<file path="src/rtl/mem_access_unit.sv">
// rtl/mem_access_unit.sv - memory-stage load/store engine over a req/gnt/rvalid data bus
// Stalls the pipeline for the duration of an aligned access; misaligned accesses fault without bus activity.
module mem_access_unit #(
  parameter int TIMEOUT_CYCLES = 16
) (
  input  logic        CLK,
  input  logic        RST_N,
  input  logic        MEM_W_En_M,
  input  logic        MEM_R_En_M,
  input  logic [2:0]  MEM_Control_M,
  input  logic [31:0] ALU_Out_M,
  input  logic [31:0] SrcB_Reg_M,
  output logic        DM_REQ,
  output logic        DM_WE,
  output logic [31:0] DM_ADDR,
  output logic [3:0]  DM_BE,
  output logic [31:0] DM_WDATA,
  input  logic        DM_GNT,
  input  logic        DM_RVALID,
  input  logic [31:0] DM_RDATA,
  output logic [31:0] Load_Data_M,
  output logic        MEM_Stall_M,
  output logic        MEM_Fault_M
);

  localparam logic [1:0] S_IDLE = 2'd0;
  localparam logic [1:0] S_REQ  = 2'd1;
  localparam logic [1:0] S_RESP = 2'd2;
  localparam logic [1:0] S_DONE = 2'd3;

  localparam int CW = $clog2(TIMEOUT_CYCLES + 1);
  localparam logic [CW-1:0] LAST = CW'(TIMEOUT_CYCLES - 1);

  logic [1:0]    state_q, state_d;
  logic          req_q, req_d;
  logic          we_q, we_d;
  logic [31:0]   addr_q, addr_d;
  logic [3:0]    be_q, be_d;
  logic [31:0]   wdata_q, wdata_d;
  logic [31:0]   ld_q, ld_d;
  logic          fault_q, fault_d;
  logic [CW-1:0] cnt_q, cnt_d;
  logic [2:0]    op_q, op_d;
  logic [1:0]    off_q, off_d;

  logic        is_byte, is_half, aligned, pending, timeout;
  logic [1:0]  off;
  logic [3:0]  be_next;
  logic [31:0] wdata_next, rshift, ld_ext;

  // Codes x00 are byte, x01 half; everything else behaves as a word.
  assign is_byte = (MEM_Control_M[1:0] == 2'b00);
  assign is_half = (MEM_Control_M[1:0] == 2'b01);
  assign off     = ALU_Out_M[1:0];
  assign aligned = is_byte | (is_half & ~off[0]) | (~is_byte & ~is_half & (off == 2'b00));
  assign pending = (MEM_W_En_M | MEM_R_En_M) & (state_q == S_IDLE);
  assign timeout = (cnt_q >= LAST);

  always_comb begin
    be_next    = 4'b1111;
    wdata_next = SrcB_Reg_M;
    if (is_byte) begin
      be_next    = 4'b0001 << off;
      wdata_next = {4{SrcB_Reg_M[7:0]}};
    end else if (is_half) begin
      be_next    = 4'b0011 << off;
      wdata_next = {2{SrcB_Reg_M[15:0]}};
    end
  end

  // Lane selection uses the offset and funct3 latched at request time.
  assign rshift = DM_RDATA >> {off_q, 3'b000};

  always_comb begin
    case (op_q)
      3'b000:  ld_ext = {{24{rshift[7]}}, rshift[7:0]};
      3'b100:  ld_ext = {24'd0, rshift[7:0]};
      3'b001:  ld_ext = {{16{rshift[15]}}, rshift[15:0]};
      3'b101:  ld_ext = {16'd0, rshift[15:0]};
      default: ld_ext = DM_RDATA;
    endcase
  end

  always_comb begin
    state_d = state_q;
    req_d   = req_q;
    we_d    = we_q;
    addr_d  = addr_q;
    be_d    = be_q;
    wdata_d = wdata_q;
    ld_d    = ld_q;
    fault_d = 1'b0;
    cnt_d   = cnt_q;
    op_d    = op_q;
    off_d   = off_q;
    case (state_q)
      S_IDLE: begin
        if (pending) begin
          if (aligned) begin
            state_d = S_REQ;
            req_d   = 1'b1;
            we_d    = MEM_W_En_M;
            addr_d  = {ALU_Out_M[31:2], 2'b00};
            be_d    = be_next;
            wdata_d = wdata_next;
            op_d    = MEM_Control_M;
            off_d   = off;
            cnt_d   = '0;
          end else begin
            fault_d = 1'b1;
            ld_d    = '0;
          end
        end
      end
      S_REQ: begin
        cnt_d = cnt_q + 1'b1;
        if (DM_GNT) begin
          req_d   = 1'b0;
          state_d = we_q ? S_DONE : S_RESP;
        end else if (timeout) begin
          req_d   = 1'b0;
          state_d = S_DONE;
          fault_d = 1'b1;
          ld_d    = '0;
        end
      end
      S_RESP: begin
        cnt_d = cnt_q + 1'b1;
        if (DM_RVALID) begin
          ld_d    = ld_ext;
          state_d = S_DONE;
        end else if (timeout) begin
          state_d = S_DONE;
          fault_d = 1'b1;
          ld_d    = '0;
        end
      end
      default: state_d = S_IDLE;
    endcase
  end

  always_ff @(posedge CLK or negedge RST_N) begin
    if (!RST_N) begin
      state_q <= S_IDLE;
      req_q   <= 1'b0;
      we_q    <= 1'b0;
      addr_q  <= '0;
      be_q    <= '0;
      wdata_q <= '0;
      ld_q    <= '0;
      fault_q <= 1'b0;
      cnt_q   <= '0;
      op_q    <= '0;
      off_q   <= '0;
    end else begin
      state_q <= state_d;
      req_q   <= req_d;
      we_q    <= we_d;
      addr_q  <= addr_d;
      be_q    <= be_d;
      wdata_q <= wdata_d;
      ld_q    <= ld_d;
      fault_q <= fault_d;
      cnt_q   <= cnt_d;
      op_q    <= op_d;
      off_q   <= off_d;
    end
  end

  assign DM_REQ      = req_q;
  assign DM_WE       = we_q;
  assign DM_ADDR     = addr_q;
  assign DM_BE       = be_q;
  assign DM_WDATA    = wdata_q;
  assign Load_Data_M = ld_q;
  assign MEM_Fault_M = fault_q;
  // Gated by reset so a held enable cannot stall the pipeline while the unit is in reset.
  assign MEM_Stall_M = RST_N & ((pending & aligned) | (state_q == S_REQ) | (state_q == S_RESP));

endmodule

</file>
<file path="config.mk">
export PLATFORM = sky130hd
export DESIGN_NAME = mem_access_unit
export DESIGN_NICKNAME = d
export VERILOG_FILES = /design/src/rtl/mem_access_unit.sv
export SDC_FILE = /design/constraint.sdc
export NUM_CORES = 1
export LEC_CHECK = 0
export CORE_UTILIZATION = 41
export DETAILED_ROUTE_END_ITERATION = 10
export HOLD_SLACK_MARGIN = 0.02
export PLACE_DENSITY = 0.77
export SKIP_LAST_GASP = 1
export SYNTH_ARGS = -nofsm -noshare
export SYNTH_HDL_FRONTEND = slang
export SYNTH_SLANG_ARGS = --single-unit
</file>
<file path="constraint.sdc">
create_clock -name CLK -period 1.89 [get_ports CLK]
set_input_delay 0.378 -clock CLK [delete_from_list [all_inputs] [get_ports CLK]]
set_output_delay 0.378 -clock CLK [all_outputs]
set_load 0.1 [all_outputs]
</file>
After elaboration in Yosys (flattened, before gate mapping) --
Cells that the tools add are included.
Word-level totals: register bits 113, latch bits 0, bits in writable memories 0, ROM bits 0, output and inout port bits 104, logic and storage cells 86, memories kept 0
Cells by class: add/subtract/negate cells 1, multipliers 0, div/mod/pow operators 0, order comparisons 1, equality and inequality tests 11, shifts and indexed selects 3, mux-type cells 32, bitwise operators 14, reductions and logical operators 13
Operators by type and width (count):
- $mux 32 | 7
- $pmux 32 s4 | 1
- $pmux 32 s3 | 1
- $shr 32x5->16 | 1
- $mux 1 | 10
- $mux 2 | 5
- $mux 5 | 2
- $pmux 5 s2 | 1
- $mux 4 | 2
- $ne 2x2->1 const B | 4
- $reduce_and 4->1 | 2
- $and 1x1->1 | 6
- $eq 3x3->1 const B | 2
- $logic_not 2->1 | 3
- $pmux 2 s3 | 1
- $reduce_and 3->1 | 2
- $add 5x1->5 const B | 1
- $ge 5x4->1 const B | 1
- $or 1x1->1 | 5
- $eq 2x1->1 const B | 2
- $reduce_bool 2->1 | 2
- $shl 1x2->4 const A | 1
- $shl 2x2->4 const A | 1
- $eq 3x1->1 const B | 1
- 9 further kinds | 11

Depth between registers and ports, before layout --
Gate-level depths: netlist (run 1).
depth in word-level cells 9, mapped depth 9

Worst setup path after synthesis (run 1) --
OpenSTA, ideal clock, no wires.
kind input -> output, from in ALU_Out_M[0], to out MEM_Stall_M, arrival time 3.425 ns, required time 1.512 ns, setup slack -1.913 ns, stages 7, buffers on the path 2, cells stage by stage inv_1 -> ha_1 -> nand2b_1 -> o2111ai_1 -> buf_2 -> clkbuf_1 -> a21boi_0
Between the ends: cells in the longest elaborated chain, start to end 8, elaborated cells between the ends (all ways) 10, those cells by class 9 x bitwise; 1 x reduce/logical
RTL lines:
- start, declared | RTL line 11 | input logic [31:0] ALU_Out_M,
- $not 1->1 | RTL line 55 | assign aligned = is_byte | (is_half & ~off[0]) | (~is_byte & ~is_half & (off == 2'b00));
- $and 1x1->1 | RTL line 55
- $or 1x1->1 | RTL line 55
- $or 1x1->1 (*) | RTL line 55
- $and 1x1->1 (*) | RTL line 178 | assign MEM_Stall_M = RST_N & ((pending & aligned) | (state_q == S_REQ) | (state_q == S_RESP));
- $or 1x1->1 (*) (2 in a row) | RTL line 178
- $and 1x1->1 (*) | RTL line 178
- end, declared | RTL line 22 | output logic MEM_Stall_M,
Every way passes the cells marked *; elsewhere a longest branch is shown, timed or not.

Final worst setup path (run 1) --
from reg state_q[0], to reg ld_q[23] (netlist: Load_Data_M[23])
Between the ends: cells in the longest elaborated chain, start to end 4, elaborated cells between the ends (all ways) 10, those cells by class 5 x eq/ne; 1 x mux; 1 x bitwise; 3 x reduce/logical
RTL lines:
- start, declared | RTL line 34 | logic [1:0] state_q, state_d;
- start signal, assigned | RTL line 156 | state_q <= state_d;
- $logic_not 2->1 | RTL line 56, 96
- $and 1x1->1 | RTL line 56 | assign pending = (MEM_W_En_M | MEM_R_En_M) & (state_q == S_IDLE);
- $ne 2x2->1 (no source line)
- $reduce_and 4->1 (no source line)
- end signal, assigned | RTL line 162 | ld_q <= ld_d;
- end, declared | RTL line 40 | logic [31:0] ld_q, ld_d;
Parallel ways exist; a longest one is shown, timed or not. A chain may end at the register's enable or synchronous reset.

==> reports/results.ini, run 1 <==
[outcome]
status=complete, but fails checks
violations=setup timing

[setup_path]
cp_max_fo=8
cp.arrival_ns=2.38
worst_setup_path_end_kind=flop
crit_type=reg2reg
cp-start-kind=flop
required_ns=2.21

[final_layout]
multiInputGateArea_mm2=0.00278
nets=898
nFillCells=1025
syn2layout_area_growth_pct=62.9
num_antenna_cells=0
regArea_mm2=0.00283
final_util_pct=68.4
drive_gt1_share_pct=36.5

[yosys]
synth-edff-count=0
async_flop_share_pct=100
ys_warn_count=0
synth.area.mux_share_pct=13.9
synth_cells=518
synthXorXnorAreaFrac_pct=0
syn_avg_cell_area_um2=11.2
yosys.area_share.adder_pct=2.58
synth_seq_area_share_pct=48.5
synth_compound_gate_area_share_pct=19.3
synth-simple-area-share_pct=9.92
synth_top_family_by_area=compound AO/OA/AOI/OAI gates
synth_ff_type=dfrtp_1
synth_cell_type_count=53
synth-seq-cells=113
syn_area_mm2=0.00583

[drt]
routedWlPerCell_um=18.4
drtAntennaViolNets=0
drtPass1Iterations=4
drt_iter0_drc=337
routed_via_density=5.35
drcViolationCount=0
vias=5194
wirelength_um=17800

[timing]
finalCriticalPeriod_ns=2.06
fin_hold_ws_ns=0.0779
setup_violations=34
fin_crit_sh_pct=109
timing.fmax_ghz=0.486
fin_skew_ns=0.00501
relSlewSlack_pct=56.8
max_slew.worst_pin.slew_ns=0.649
hold_viol=0
fin_ws_ns=-0.169
rsz0062_at_grt=true
slew_violations=0

[grt]
grt_overflow_total=0
gr-usage-all-layers_pct=24.9
grt_pass1_wl_um=27800
grt_pass1_vias=5492
grt_max_degree=114
antenna_found_initial=0

[clock_network]
hold_buffers=0
cts_sinks=113
h-tree-depth=4
clk_pin_slew_ns=0.05
cts_max_path_buffers=2
cts_tree=yes
cts_buffers=17
clockRootBuffer=clkbuf_16
clkLatencyLatePin_ns=0.41

[die]
start_util_pct=42.0
die_h_um=121
placementRows=43
chipWidth_um=121
io_pins=209
dieArea_mm2=0.0147
core_region_area_mm2=0.0139

[job]
drv_cap=0

[worst_hold_path]
hp-class=in2async

[placement]
dpl.hpwl_um=12500
gp_congestion=0.870
port_buffers=206

## through the flow
step | setup TNS (ns) | instance area (um2) | cells | setup slack, ns
floorplan | -0.294 | 5880 | 519 | -0.275
global placement | -51.09 | 8630 | 925 | -0.528
detailed placement | -52.99 | 8630 | 925 | -0.548
CTS | -1.42 | 9390 | 967 | -0.119
global route | -5.86 | 9490 | 971 | -0.236
finish | -3.83 | 9490 | 971 | -0.169
## placed cells by master (no fill, tap or decap), drive strengths merged, types with 16 or more instances in the layout
master / instances
buf: 178
dfrtp: 113
clkdlybuf4s50: 100
o21ai: 44
mux2: 41
nand2: 36
mux2i: 35
clkbuf: 26
inv: 25
nand3: 18
nor2: 18
o221ai: 16
## final timing paths
check	from	endpoint	slack [ns]	cells after the start
hold reg to reg	DM_WDATA[19]$_DFFE_PN0P_	DM_WDATA[19]$_DFFE_PN0P_	0.49	2
setup / recovery	state_q[0]$_DFFE_PN0P_	Load_Data_M[23]$_DFFE_PN0P_	-0.17	9
min in group CLK	ALU_Out_M[0]	off_q[0]$_DFFE_PN0P_	0.47	4
hold / removal	RST_N	state_q[1]$_DFFE_PN0P_	0.08	2
setup reg to reg	state_q[0]$_DFFE_PN0P_	Load_Data_M[23]$_DFFE_PN0P_	-0.17	9
max in group asynchronous	RST_N	DM_BE[2]$_DFFE_PN0P_	1.35	2
## area by class of cell
class	count	share of cell area, %
Timing Repair Buffer	283	31.4
Clock inverter	5	0.818
Clock buffer	24	5.29
Sequential cell	113	29.8
Multi-Input combinational cell	341	29.3
Tap cell	180	2.37
Inverter	25	0.989
## critical path: stages (launching register included)
cell and delay, ns:
dfrtp_1 0.42, buf_4 0.16, ha_2 0.19, a21o_1 0.19, a311oi_2 0.21, buf_4 0.20, buf_6 0.11, nand4_4 0.14
clkbuf_16 0.21, o221ai_2 0.15
## cell usage after synthesis, types with 5 or more instances
library cell / instances / area (um2)
dfrtp_1: 113 / 2830
nand2_1: 36 / 135
o21ai_0: 41 / 205
a22o_1: 14 / 123
buf_4: 7 / 52.6
inv_1: 25 / 93.8
a21oi_1: 14 / 70.1
buf_6: 6 / 67.6
buf_2: 13 / 65.1
and3_1: 5 / 31.3
nand3_1: 18 / 90.1
mux2i_1: 35 / 350
o221ai_2: 10 / 150
ha_1: 12 / 150
clkbuf_1: 14 / 52.6
nor2_1: 17 / 63.8
a21o_1: 9 / 67.6
o2bb2ai_1: 14 / 123
o221ai_1: 6 / 52.6
mux2_2: 41 / 462
a32o_1: 9 / 90.1
nand2b_1: 13 / 81.3
nor2b_1: 9 / 56.3
## flip-flops by register name, indices dropped and copies added (netlist names)
name         flops
DM_WE            1
DM_BE            4
DM_WDATA        32
op_q             3
DM_REQ           1
DM_ADDR         30
cnt_q            5
off_q            2
state_q          2
MEM_Fault_M      1
Load_Data_M     32
## metal layers
| layer | track usage (%) | vias up | wire length [um] |
|---|---|---|---|
| met3 | 8.46 | 42 | 1440 |
| met4 | 11.0 | 0 | 524 |
| li1 | - | 2407 | - |
| met2 | 42.5 | 220 | 8990 |
| met5 | 0 | - | 0 |
| met1 | 28.0 | 2525 | 6870 |
## logic make-up (layout without fill, tap and decap cells)
family | Yosys count | count (layout)
and+or+nand+nor | 111 | 111
muxes | 76 | 76
other | 1 | 2
buffers and inverters | 65 | 337
AOI/OAI and AO/OA | 140 | 140
adders and majority gates | 12 | 12
DFF | 113 | 113
## repair_timing
| action | in CTS | in global routing |
|---|---|---|
| endpoints found under the setup margin | 88 | 35 |
| pin swaps | 7 | 3 |
| endpoints found under the hold margin | 0 | 0 |
| cloned | 1 | 2 |
| gates resized for setup | 20 | 8 |
| setup buffers | 12 | 2 |
Power of run 1 is left out: the tool's default activity adds up to more than one toggle a clock period on the data nets, which glitch-free logic cannot reach.
==> run 2, diff against run 1 <==
Settings changed: CORE_UTILIZATION 41 to 45, PLACE_DENSITY 0.77 to 0.8.
Clock period 1.89 ns to 2.05 ns, I/O delays scaled along.
==> reports/results.ini, run 2 (same netlist as run 1, synthesis figures left out) <==
[clock_network]
cts_sinks=113
h-tree-depth=4
clkLatencyLatePin_ns=0.42
cts_tree=yes
cts_max_path_buffers=2
cts_buffers=17
clockRootBuffer=clkbuf_16
clk_pin_slew_ns=0.05

[timing]
slew_violations=0
finalCriticalPeriod_ns=2.03
fin_skew_ns=0.00816
hold_viol=0
fin_crit_sh_pct=98.9
fin_hold_ws_ns=0.0892
relSlewSlack_pct=58.3
rsz0062_at_grt=true
max_slew.worst_pin.slew_ns=0.625
setup_violations=0
timing.fmax_ghz=0.493

[worst_hold_path]
hp-class=in2async

[die]
die_h_um=116
dieArea_mm2=0.0134
chipWidth_um=116
core_region_area_mm2=0.0126
start_util_pct=46.2
io_pins=209
placementRows=41

[setup_path]
worst_setup_path_end_kind=flop
cp_slowest_cell=dfrtp_1
path_cells=buf_6, buf_6, ha_4, a21o_1, a311oi_2, buf_4, o21a_4, buf_4, o221ai_1
crit_buf_inv=4
r2r_setup_slack_ns=0.02
cp.arrival_ns=2.31
required_ns=2.33
cp_max_fo=7
crit_family=compound AO/OA/AOI/OAI gates
cpPeakStageDelay_ns=0.40
cp-start-kind=flop
crit_type=reg2reg

[drt]
wirelength_um=17500
drtAntennaViolNets=0
routedWlPerCell_um=18.5
vias=5188
routed_via_density=5.47
drt_iter0_drc=333
drtPass1Iterations=5
drcViolationCount=0

[grt]
grt_pass1_wl_um=26700
antenna_found_initial=0
grt_max_degree=114
grt_overflow_total=0
gr-usage-all-layers_pct=26.3
grt_pass1_vias=5310

[final_layout]
final_area_mm2=0.00897
num_antenna_cells=0
regArea_mm2=0.00283
syn2layout_area_growth_pct=54.1
nets=881
final_common_cell=buf_4
layout_common_cells=149 x buf_4, 112 x dfrtp_1, 100 x clkdlybuf4s50_1, 41 x o21ai_0, 41 x mux2_2
multiInputGateArea_mm2=0.00284
drive_gt1_share_pct=35.9
nFillCells=953

[placement]
port_buffers=206
dpl.hpwl_um=12500
place_area_mm2=0.00807
gp_congestion=0.892

[outcome]
status=finished, final reports clean

[job]
drv_cap=0

## run 2: changes by cell type in the layout (fill, tap and decap cells not counted), moves of 2 or more
cell             change
clkdlybuf4s15_2      -2
clkinv_2             +3
buf_12              -33
o221ai_1             -4
ha_2                 -3
buf_4               +18
ha_4                 +3
clkbuf_8             -2
o221ai_2             +3
## run 2: final cells by class
cell class                 instances  share of cell area [%]
clock buffer                      22                    5.28
clock inverter                    10                    1.21
inverter                          25                    1.07
multi-input combinational        341                    31.6
sequential                       113                    31.5
tap                              172                    2.40
timing repair buffer             266                    26.9
## run 2: what timing repair did
item,CTS,global route
endpoints found under the setup margin,21,34
hold buffers,0,0
cloned,0,2
pin swaps,3,11
setup buffers,8,8
gates resized for setup,10,22
## run 2: path summary, 6_finish.rpt
path,from,end,cells past startpoint
setup reg to reg,state_q[0]$_DFFE_PN0P_,Load_Data_M[18]$_DFFE_PN0P_,9
setup / recovery,state_q[0]$_DFFE_PN0P_,Load_Data_M[18]$_DFFE_PN0P_,9
hold reg to reg,DM_BE[1]$_DFFE_PN0P_,DM_BE[1]$_DFFE_PN0P_,2
max in group asynchronous,RST_N,state_q[1]$_DFFE_PN0P_,2
min in group CLK,DM_BE[1]$_DFFE_PN0P_,DM_BE[1]$_DFFE_PN0P_,2
hold / removal,RST_N,state_q[0]$_DFFE_PN0P_,2
## run 2: per-stage QoR
step	setup TNS, ns	worst slack, ns	cells	util, %
after floorplan	-0.135	-0.135	519	-
after global placement	-28.18	-0.431	900	63.9
after detailed placement	-29.10	-0.500	900	63.9
after CTS	-0.0408	-0.0408	940	69.4
after global routing	-0.237	-0.0322	949	71.1
final	0	0.0226	949	71.1
## run 2: metal layers
metal  global-route usage (%)  share of wire [%]  vias up
met4                     10.8                2.3        0
met2                     45.4                 51      244
met3                     9.41                8.9       41
met1                     29.5                 38     2532
li1                         -                  -     2371
met5                        0                  0        -
Power of run 2 is left out for the same reason.
